### config.mk
export PLATFORM = sky130hd
export DESIGN_NAME = nibble_serial_adder
export DESIGN_NICKNAME = d
export VERILOG_FILES = /design/src/rtl/nibble_serial_adder.sv
export SDC_FILE = /design/constraint.sdc
export NUM_CORES = 1
export LEC_CHECK = 0
export BUFFER_PORTS_ARGS = -buffer_cell sky130_fd_sc_hd__buf_2
export CAP_MARGIN = 20
export CELL_PAD_IN_SITES_DETAIL_PLACEMENT = 0
export CELL_PAD_IN_SITES_GLOBAL_PLACEMENT = 1
export CORE_ASPECT_RATIO = 1.4
export CORE_MARGIN = 1.5
export CORE_UTILIZATION = 45
export DETAILED_ROUTE_END_ITERATION = 8
export HOLD_SLACK_MARGIN = 0.06
export PLACE_DENSITY_LB_ADDON = 0.15
export SETUP_SLACK_MARGIN = 0.2
export SLEW_MARGIN = 5
export SYNTH_ARGS = -nofsm -noshare
export SYNTH_HDL_FRONTEND = slang
export SYNTH_SLANG_ARGS = --single-unit
### constraint.sdc
create_clock -name clk -period 5.8 [get_ports clk]
set_clock_uncertainty 0.15 [all_clocks]
set_input_delay 0 -clock clk [delete_from_list [all_inputs] [get_ports clk]]
set_output_delay 0 -clock clk [all_outputs]
set_load 0.05 [all_outputs]
### src/rtl/nibble_serial_adder.sv
// Multi-cycle WIDTH-bit adder: streams operands LSB-nibble-first through a
// single 4-bit carry-lookahead slice, chaining the carry through a register.

module cla4 (
    input  logic [3:0] a,
    input  logic [3:0] b,
    input  logic       cin,
    output logic [3:0] sum,
    output logic       cout
);
    logic [3:0] g;
    logic [3:0] p;
    logic [4:0] c;

    always_comb begin
        g    = a & b;
        p    = a ^ b;
        c[0] = cin;
        c[1] = g[0] | (p[0] & cin);
        c[2] = g[1] | (p[1] & g[0]) | (p[1] & p[0] & cin);
        c[3] = g[2] | (p[2] & g[1]) | (p[2] & p[1] & g[0]) | (p[2] & p[1] & p[0] & cin);
        c[4] = g[3] | (p[3] & g[2]) | (p[3] & p[2] & g[1]) | (p[3] & p[2] & p[1] & g[0])
             | (p[3] & p[2] & p[1] & p[0] & cin);
        sum  = p ^ c[3:0];
        cout = c[4];
    end
endmodule

module nibble_serial_adder #(
    parameter int WIDTH = 16
) (
    input  logic             clk,
    input  logic             rst_n,
    input  logic             in_valid,
    output logic             in_ready,
    input  logic [WIDTH-1:0] a,
    input  logic [WIDTH-1:0] b,
    input  logic             cin,
    output logic             out_valid,
    input  logic             out_ready,
    output logic [WIDTH-1:0] sum,
    output logic             cout,
    output logic             ovf
);
    localparam int N  = WIDTH / 4;
    localparam int CW = (N > 1) ? $clog2(N) : 1;

    typedef enum logic [1:0] {
        IDLE,
        RUN,
        DONE
    } state_t;

    state_t           state;
    state_t           state_nx;
    logic [WIDTH-1:0] sh_a;
    logic [WIDTH-1:0] sh_b;
    logic [WIDTH-1:0] acc;
    logic [WIDTH-1:0] acc_nx;
    logic             carry;
    logic [CW-1:0]    cnt;
    logic             a_msb;
    logic             b_msb;
    logic [3:0]       nib_sum;
    logic             nib_cout;
    logic             last;

    cla4 u_slice (
        .a    (sh_a[3:0]),
        .b    (sh_b[3:0]),
        .cin  (carry),
        .sum  (nib_sum),
        .cout (nib_cout)
    );

    // Each new nibble enters at the top; after N shifts the result is aligned.
    if (WIDTH == 4) begin : g_acc_single
        assign acc_nx = nib_sum;
    end else begin : g_acc_shift
        assign acc_nx = {nib_sum, acc[WIDTH-1:4]};
    end

    assign last      = (cnt == CW'(N - 1));
    assign in_ready  = (state == IDLE);
    assign out_valid = (state == DONE);

    always_ff @(posedge clk or negedge rst_n) begin
        if (!rst_n) state <= IDLE;
        else        state <= state_nx;
    end

    always_comb begin
        state_nx = state;
        unique case (state)
            IDLE:    if (in_valid)  state_nx = RUN;
            RUN:     if (last)      state_nx = DONE;
            DONE:    if (out_ready) state_nx = IDLE;
            default:                state_nx = IDLE;
        endcase
    end

    always_ff @(posedge clk or negedge rst_n) begin
        if (!rst_n) begin
            sh_a  <= '0;
            sh_b  <= '0;
            acc   <= '0;
            carry <= 1'b0;
            cnt   <= '0;
            a_msb <= 1'b0;
            b_msb <= 1'b0;
            sum   <= '0;
            cout  <= 1'b0;
            ovf   <= 1'b0;
        end else begin
            unique case (state)
                IDLE: begin
                    if (in_valid) begin
                        sh_a  <= a;
                        sh_b  <= b;
                        carry <= cin;
                        cnt   <= '0;
                        a_msb <= a[WIDTH-1];
                        b_msb <= b[WIDTH-1];
                    end
                end
                RUN: begin
                    acc   <= acc_nx;
                    carry <= nib_cout;
                    sh_a  <= sh_a >> 4;
                    sh_b  <= sh_b >> 4;
                    cnt   <= cnt + CW'(1);
                    if (last) begin
                        sum  <= acc_nx;
                        cout <= nib_cout;
                        // carry into the MSB recovered from the MSB sum bit
                        ovf  <= nib_cout ^ (a_msb ^ b_msb ^ acc_nx[WIDTH-1]);
                    end
                end
                default: ;
            endcase
        end
    end
endmodule

==> results of run 1 <==
-- how the worst max path moves through the flow --
stage / slack (ps) / startpoint / end / cells after the start
floorplan: 3670 / state[0]$_DFFE_PN0P_ / sh_b[1]$_DFFE_PN0P_ / 6
global placement: 2910 / state[0]$_DFFE_PN0P_ / ovf$_DFFE_PN0P_ / 5
detailed placement: 2780 / state[0]$_DFFE_PN0P_ / ovf$_DFFE_PN0P_ / 5
CTS: 2770 / state[0]$_DFFE_PN0P_ / ovf$_DFFE_PN0P_ / 5
global route: 3100 / state[0]$_DFFE_PN0P_ / ovf$_DFFE_PN0P_ / 6
finish: 3320 / state[0]$_DFFE_PN0P_ / ovf$_DFFE_PN0P_ / 6
-- critical path, delay by kind of cell, from the launching register on --
kind,cells,cell delay (ps)
buffers and inverters,1,270
AND/OR/NAND/NOR,3,1350
multiplexers,1,180
flip-flops,1,390
AO/OA/AOI/OAI,1,80
-- timing repair --
action | in CTS | in global routing
buffers inserted | 0 | 0
hold endpoints to repair | 105 | 0
hold buffers | 35 | 0
resized for setup | 0 | 0
setup endpoints to repair | 0 | 0
-- power breakdown --
| part | internal (uW) | leakage, uW | switching, uW |
|---|---|---|---|
| clock | 264 | 0.000116 | 168 |
| sequential | 721 | 0.000852 | 134 |
| combinational | 382 | 0.000956 | 726 |
| total | 1370 | 0.00192 | 1030 |
-- Yosys cell counts (2+ instances only) --
cell type | count | share of area
xnor2_1 | 2 | 0.0059
xor2_1 | 3 | 0.0088
nor3_1 | 2 | 0.0034
nor2_1 | 26 | 0.033
o21ai_0 | 23 | 0.039
clkbuf_1 | 13 | 0.016
nand2b_1 | 2 | 0.0042
nand2_1 | 106 | 0.13
dfrtp_1 | 69 | 0.58
mux2_2 | 12 | 0.045
nand4_1 | 2 | 0.0042
a21oi_1 | 4 | 0.0067
buf_2 | 6 | 0.010
ha_1 | 5 | 0.021
inv_1 | 4 | 0.0050
a31oi_1 | 22 | 0.046
-- state kept, by name, summed over array words and instances (netlist names), 2 cells and up --
register / cells
sh_b: 16
state: 2
sum: 16
acc: 12
cnt: 2
sh_a: 16
-- layout by cell type (no fill, tap or decap), drive strengths merged --
cell / count
nand2: 106
dfrtp: 69
buf: 60
dlygate4sd3: 35
nor2: 26
o21ai: 23
a31oi: 22
mux2: 13
clkbuf: 12
ha: 5
inv: 4
a21oi: 4
xor2: 3
nand4: 2
xnor2: 2
nor3: 2
clkinv: 2
bufinv: 2
nand2b: 2
nor2b: 1
and2: 1
a211oi: 1
o21bai: 1
mux2i: 1
or2: 1
a211o: 1
a22oi: 1
a21o: 1
fa: 1
-- layer usage --
metal,global-route usage,up-vias,part of all wire
met1,0.2246,1098,0.44
met3,0.03546,9,0.031
li1,-,1207,-
met4,0.08708,0,0.018
met2,0.3248,46,0.51
met5,0,-,0
-- logic make-up after synthesis --
| logic type | after synthesis | synth area share |
|---|---|---|
| simple gates | 141 | 0.1847 |
| flops | 69 | 0.5806 |
| compound gates | 54 | 0.1069 |
| buf+inv | 23 | 0.03155 |
| mux | 14 | 0.05385 |
| fa+ha+maj | 6 | 0.02777 |
| xor+xnor | 5 | 0.01473 |
-- final cells by class --
type	count	area (um^2)
Clock buffer	12	155.1
Clock inverter	4	70.07
Fill cell	565	2422
Inverter	4	15.01
Multi-Input combinational cell	220	1156
Sequential cell	69	1727
Tap cell	72	90.09
Timing Repair Buffer	95	660.6
-- per-stage QoR --
step	hold slack [ps]	worst slack (ps)	total power, uW	cells
6_report	204.5	3323	2396	476
2_1_floorplan	-445.6	3669	1712	312
4_1_cts	197.5	2770	2420	475
3_3_place_gp	49.60	2910	1931	424
3_5_place_dp	59.00	2785	1965	424
5_1_grt	240.4	3099	2599	476
==> metrics, run 1 <==
drt total wl=5.993 mm; largest net degree at the start of global routing=70; Max Freq=0.4037 GHz; EDFF count, synth=0; Hold WC Path Type=in2reg; RR Startpoint=state[0]$_DFFE_PN0P_; placed cell area=3291 um^2; Max-cap violations=0; clk_lat worst skew=340 ps; total number of vias=2360; GRT Util Overall=0.1883; total I/O pin count=57; required time worst endpoint=5930 ps; CTS Buf Count=9; HPWL after DPL=3.818 mm; root buffer cell=clkbuf_8; initial antenna violation count=0; global-route wire length before repair=10.44 mm; Hold Path Origin=in_valid; cell count of the worst reg-to-reg path=6; Synth Flop Type=dfrtp_1; die area=7113 um^2; Slew Limit Fails=0; initial drt markers=107; Sum Neg Setup Slack=0 ps; syn_area_per_cell=9.532 um^2; unrepaired setup endpoints after global routing=false; H-tree lvl count=3; # rows=34; core area=6296 um^2; Slew HR=0.4219; Chip Width=71.71 um; Design Area, Final=3874 um^2; Post-synth ARST share=1.000; minimum clock period=2477 ps; share of cells above drive strength 1=0.2252; leakage power=0.001924 uW; RR Endpoint=ovf$_DFFE_PN0P_; final core occ=0.6153; final RePlAce weighted congestion=0.7083; die height=99.19 um; Nets=442; post-DR wirelength/cell=12.59 um; Worst Setup End Kind=flip-flop; hold path cells=5; vias per cell=4.958; Syn. warnings=0; GRT overflow=0; WHS Endpoint=sh_a[14]$_DFFE_PN0P_; Area growth syn-to-layout=30.25%; worst stage delay on the critical path=520 ps; Yosys cell types=27; R2R Setup Slk=3320 ps; PortBufs=56; arrival time worst endpoint=2600 ps; TritonCTS clock tree=yes; Synth Register Bits=69; vias in the first global route=2363; clock buffer depth=2; Slowest cell on crit path=nand2_1; Antenna Cells=0; ANT nets after route=0; actual slew at the worst max-slew pin=865.0 ps; # clock sinks=69; final setup fails=0; crit-path cells=nor2b_1, buf_4, nand2_1, nor3_1, mux2_4, a211o_1; status=complete, no violations; CTS clk-pin slew, worst paths=70 ps; worst setup path class=reg2reg; DRT Pass-1 Iters=6; final hold vios=0; initial cell density of the core=0.4724; register area share after synthesis=0.5806; synthesized net count=355; final period utilization=0.4271; worst-path maximum fanout=26; drt drc=0; Syn Std Cell Area=2974 um^2; pwr dens=618.4 nW/um^2; Critical Path Start Type=flip-flop; Synth Instances=312; Max VDD drop=0.2407 mV
No activity file was read; power rests on OpenSTA's default activity.
==> inputs of run 2 (changes only) <==
CORE_UTILIZATION = 37   (was 45)
clock period = 2.2 ns   (was 5.8 ns; I/O delays follow)
==> metrics, run 2 (synthesis results as in run 1) <==
Worst Setup End Kind=flip-flop (unchanged); GRT Util Overall=0.1668 (was 0.1883); die area=8592 um^2 (was 7113 um^2); final period utilization=0.9016 (was 0.4271); Design Area, Final=4051 um^2 (was 3874 um^2); TritonCTS clock tree=yes (unchanged); clock buffer depth=2 (unchanged); Seq. cell area=1727 um^2 (unchanged); minimum clock period=1984 ps (was 2477 ps); placed cell area=3378 um^2 (was 3291 um^2); initial antenna violation count=0 (unchanged); Nets=451 (was 442); R2R Setup Slk=220 ps (was 3320 ps); Area growth syn-to-layout=36.22% (was 30.25%); CP delay by family, top=compound AO/OA/AOI/OAI gates (was simple AND/OR/NAND/NOR gates); clk_lat worst skew=340 ps (about the same); leakage power=0.001975 uW (was 0.001924 uW); GRT overflow=0 (unchanged); Chip Width=78.77 um (was 71.71 um); final hold vios=0 (unchanged); Max VDD drop=0.6472 mV (was 0.2407 mV); Critical Path Start Type=flip-flop (unchanged); Hold WC Path Type=in2reg (unchanged); CTS Buf Count=9 (unchanged); pwr dens=1609 nW/um^2 (was 618.4 nW/um^2); worst setup path class=reg2reg (unchanged); commonest non-fill, non-tap cell in the layout=nand2_1 (unchanged); total chip power=6520 uW (was 2396 uW); worst-path maximum fanout=3 (was 26); vias in the first global route=2385 (was 2363); initial cell density of the core=0.3838 (was 0.4724); core area=7750 um^2 (was 6296 um^2); area of the multi-input gates=1187 um^2 (was 1156 um^2); Buf/Inv on CP=0 (was 1); final RePlAce weighted congestion=0.7338 (was 0.7083); required time worst endpoint=2270 ps (was 5930 ps); Sum Neg Setup Slack=0 ps (unchanged); drt drc=0 (unchanged); Setup WS post-layout=216.4 ps (was 3323 ps); DRT Pass-1 Iters=6 (unchanged); Slew HR=0.7288 (was 0.4219); share of cells above drive strength 1=0.2421 (was 0.2252); H-tree lvl count=3 (unchanged); # rows=38 (was 34); most frequent cells in the layout=106 x nand2_1, 69 x dfrtp_1, 56 x buf_2 (unchanged); worst stage delay on the critical path=410 ps (was 520 ps); total I/O pin count=57 (unchanged); status=complete, no violations (unchanged); Non-Filler Instances=513 (was 476); Slowest cell on crit path=dfrtp_1 (was nand2_1); vias per cell=4.717 (was 4.958); HPWL after DPL=4.179 mm (was 3.818 mm); PortBufs=56 (unchanged); unrepaired setup endpoints after global routing=true (was false); Slew Limit Fails=0 (unchanged); post-CTS setup buffers=0 (unchanged); initial drt markers=140 (was 107); # clock sinks=69 (unchanged); actual slew at the worst max-slew pin=406.8 ps (was 865.0 ps); Place WS=137.1 ps (was 2785 ps); global-route wire length before repair=10.89 mm (was 10.44 mm); Layout fillers=734 (was 565); CTS clk-pin slew, worst paths=70 ps (about the same); Max-cap violations=0 (unchanged); Placed Instances=457 (was 424); final setup fails=0 (unchanged); arrival time worst endpoint=2060 ps (was 2600 ps); Max Freq=0.5041 GHz (was 0.4037 GHz); ANT nets after route=0 (unchanged); root buffer cell=clkbuf_8 (unchanged); drt total wl=6.328 mm (was 5.993 mm); largest net degree at the start of global routing=46 (was 70); post-DR wirelength/cell=12.34 um (was 12.59 um); total number of vias=2420 (was 2360); crit-path cells=ha_4, a211oi_2, o21bai_2, or2_1, mux2_4, a211o_1 (was nor2b_1, buf_4, nand2_1, nor3_1, mux2_4, a211o_1); Regs by FF count=sh_a (16), sh_b (16), sum (16) (unchanged); die height=109.1 um (was 99.19 um); Antenna Cells=0 (unchanged)
-- run 2: path summary, 6_finish.rpt --
| kind | from | endpoint | depth (start not counted) |
|---|---|---|---|
| max | sh_a[0]$_DFFE_PN0P_ | ovf$_DFFE_PN0P_ | 6 |
| min | out_ready | state[1]$_DFFE_PN0P_ | 3 |
| max reg2reg | sh_a[0]$_DFFE_PN0P_ | ovf$_DFFE_PN0P_ | 6 |
| min reg2reg | acc[5]$_DFFE_PN0N_ | acc[5]$_DFFE_PN0N_ | 2 |
| max in group asynchronous | rst_n | sum[5]$_DFFE_PN0P_ | 4 |
| min in group asynchronous | rst_n | sum[8]$_DFFE_PN0P_ | 3 |
-- run 2: layout make-up --
| cell class | count | share of cell area |
|---|---|---|
| Inverter | 4 | 0.003706 |
| Tap cell | 100 | 0.03088 |
| Sequential cell | 69 | 0.4262 |
| Timing Repair Buffer | 104 | 0.1872 |
| Clock buffer | 10 | 0.03150 |
| Clock inverter | 6 | 0.02749 |
| Multi-Input combinational cell | 220 | 0.2931 |
-- run 2: power breakdown --
group          total (uW)  internal (uW)  leakage, uW  switching, uW
Sequential           2260           1900     0.000852            360
Combinational        3040           1110      0.00101           1930
Clock                1220            753     0.000116            464
-- run 2: repair_timing --
item / 4_1_cts / 5_1_grt
hold buffers: 39 / 0
endpoints found under the setup margin: 1 / 1
gates cloned: 0 / 0
endpoints found under the hold margin: 106 / 0
gates resized for setup: 4 / 0
-- run 2: per-layer routing --
metal	vias to the layer above	global-route usage	part of all wire
li1	1223	-	-
met1	1133	0.1951	0.45
met2	54	0.2894	0.50
met3	10	0.03013	0.029
met4	0	0.08801	0.022
met5	-	0	0
-- run 2: stage by stage --
stage	util	hold WS [ps]
global route	0.5228	246.1
global placement	0.4359	-114.6
detailed placement	0.4359	-113.7
CTS	0.5208	219.5
floorplan	-	-445.6
finish	0.5228	233.6
-- run 2: worst register-to-register path, cell delays in order (launching register included) --
cell	delay, ps
dfrtp_1	410
ha_4	250
a211oi_2	190
o21bai_2	120
or2_1	240
mux2_4	300
a211o_1	220
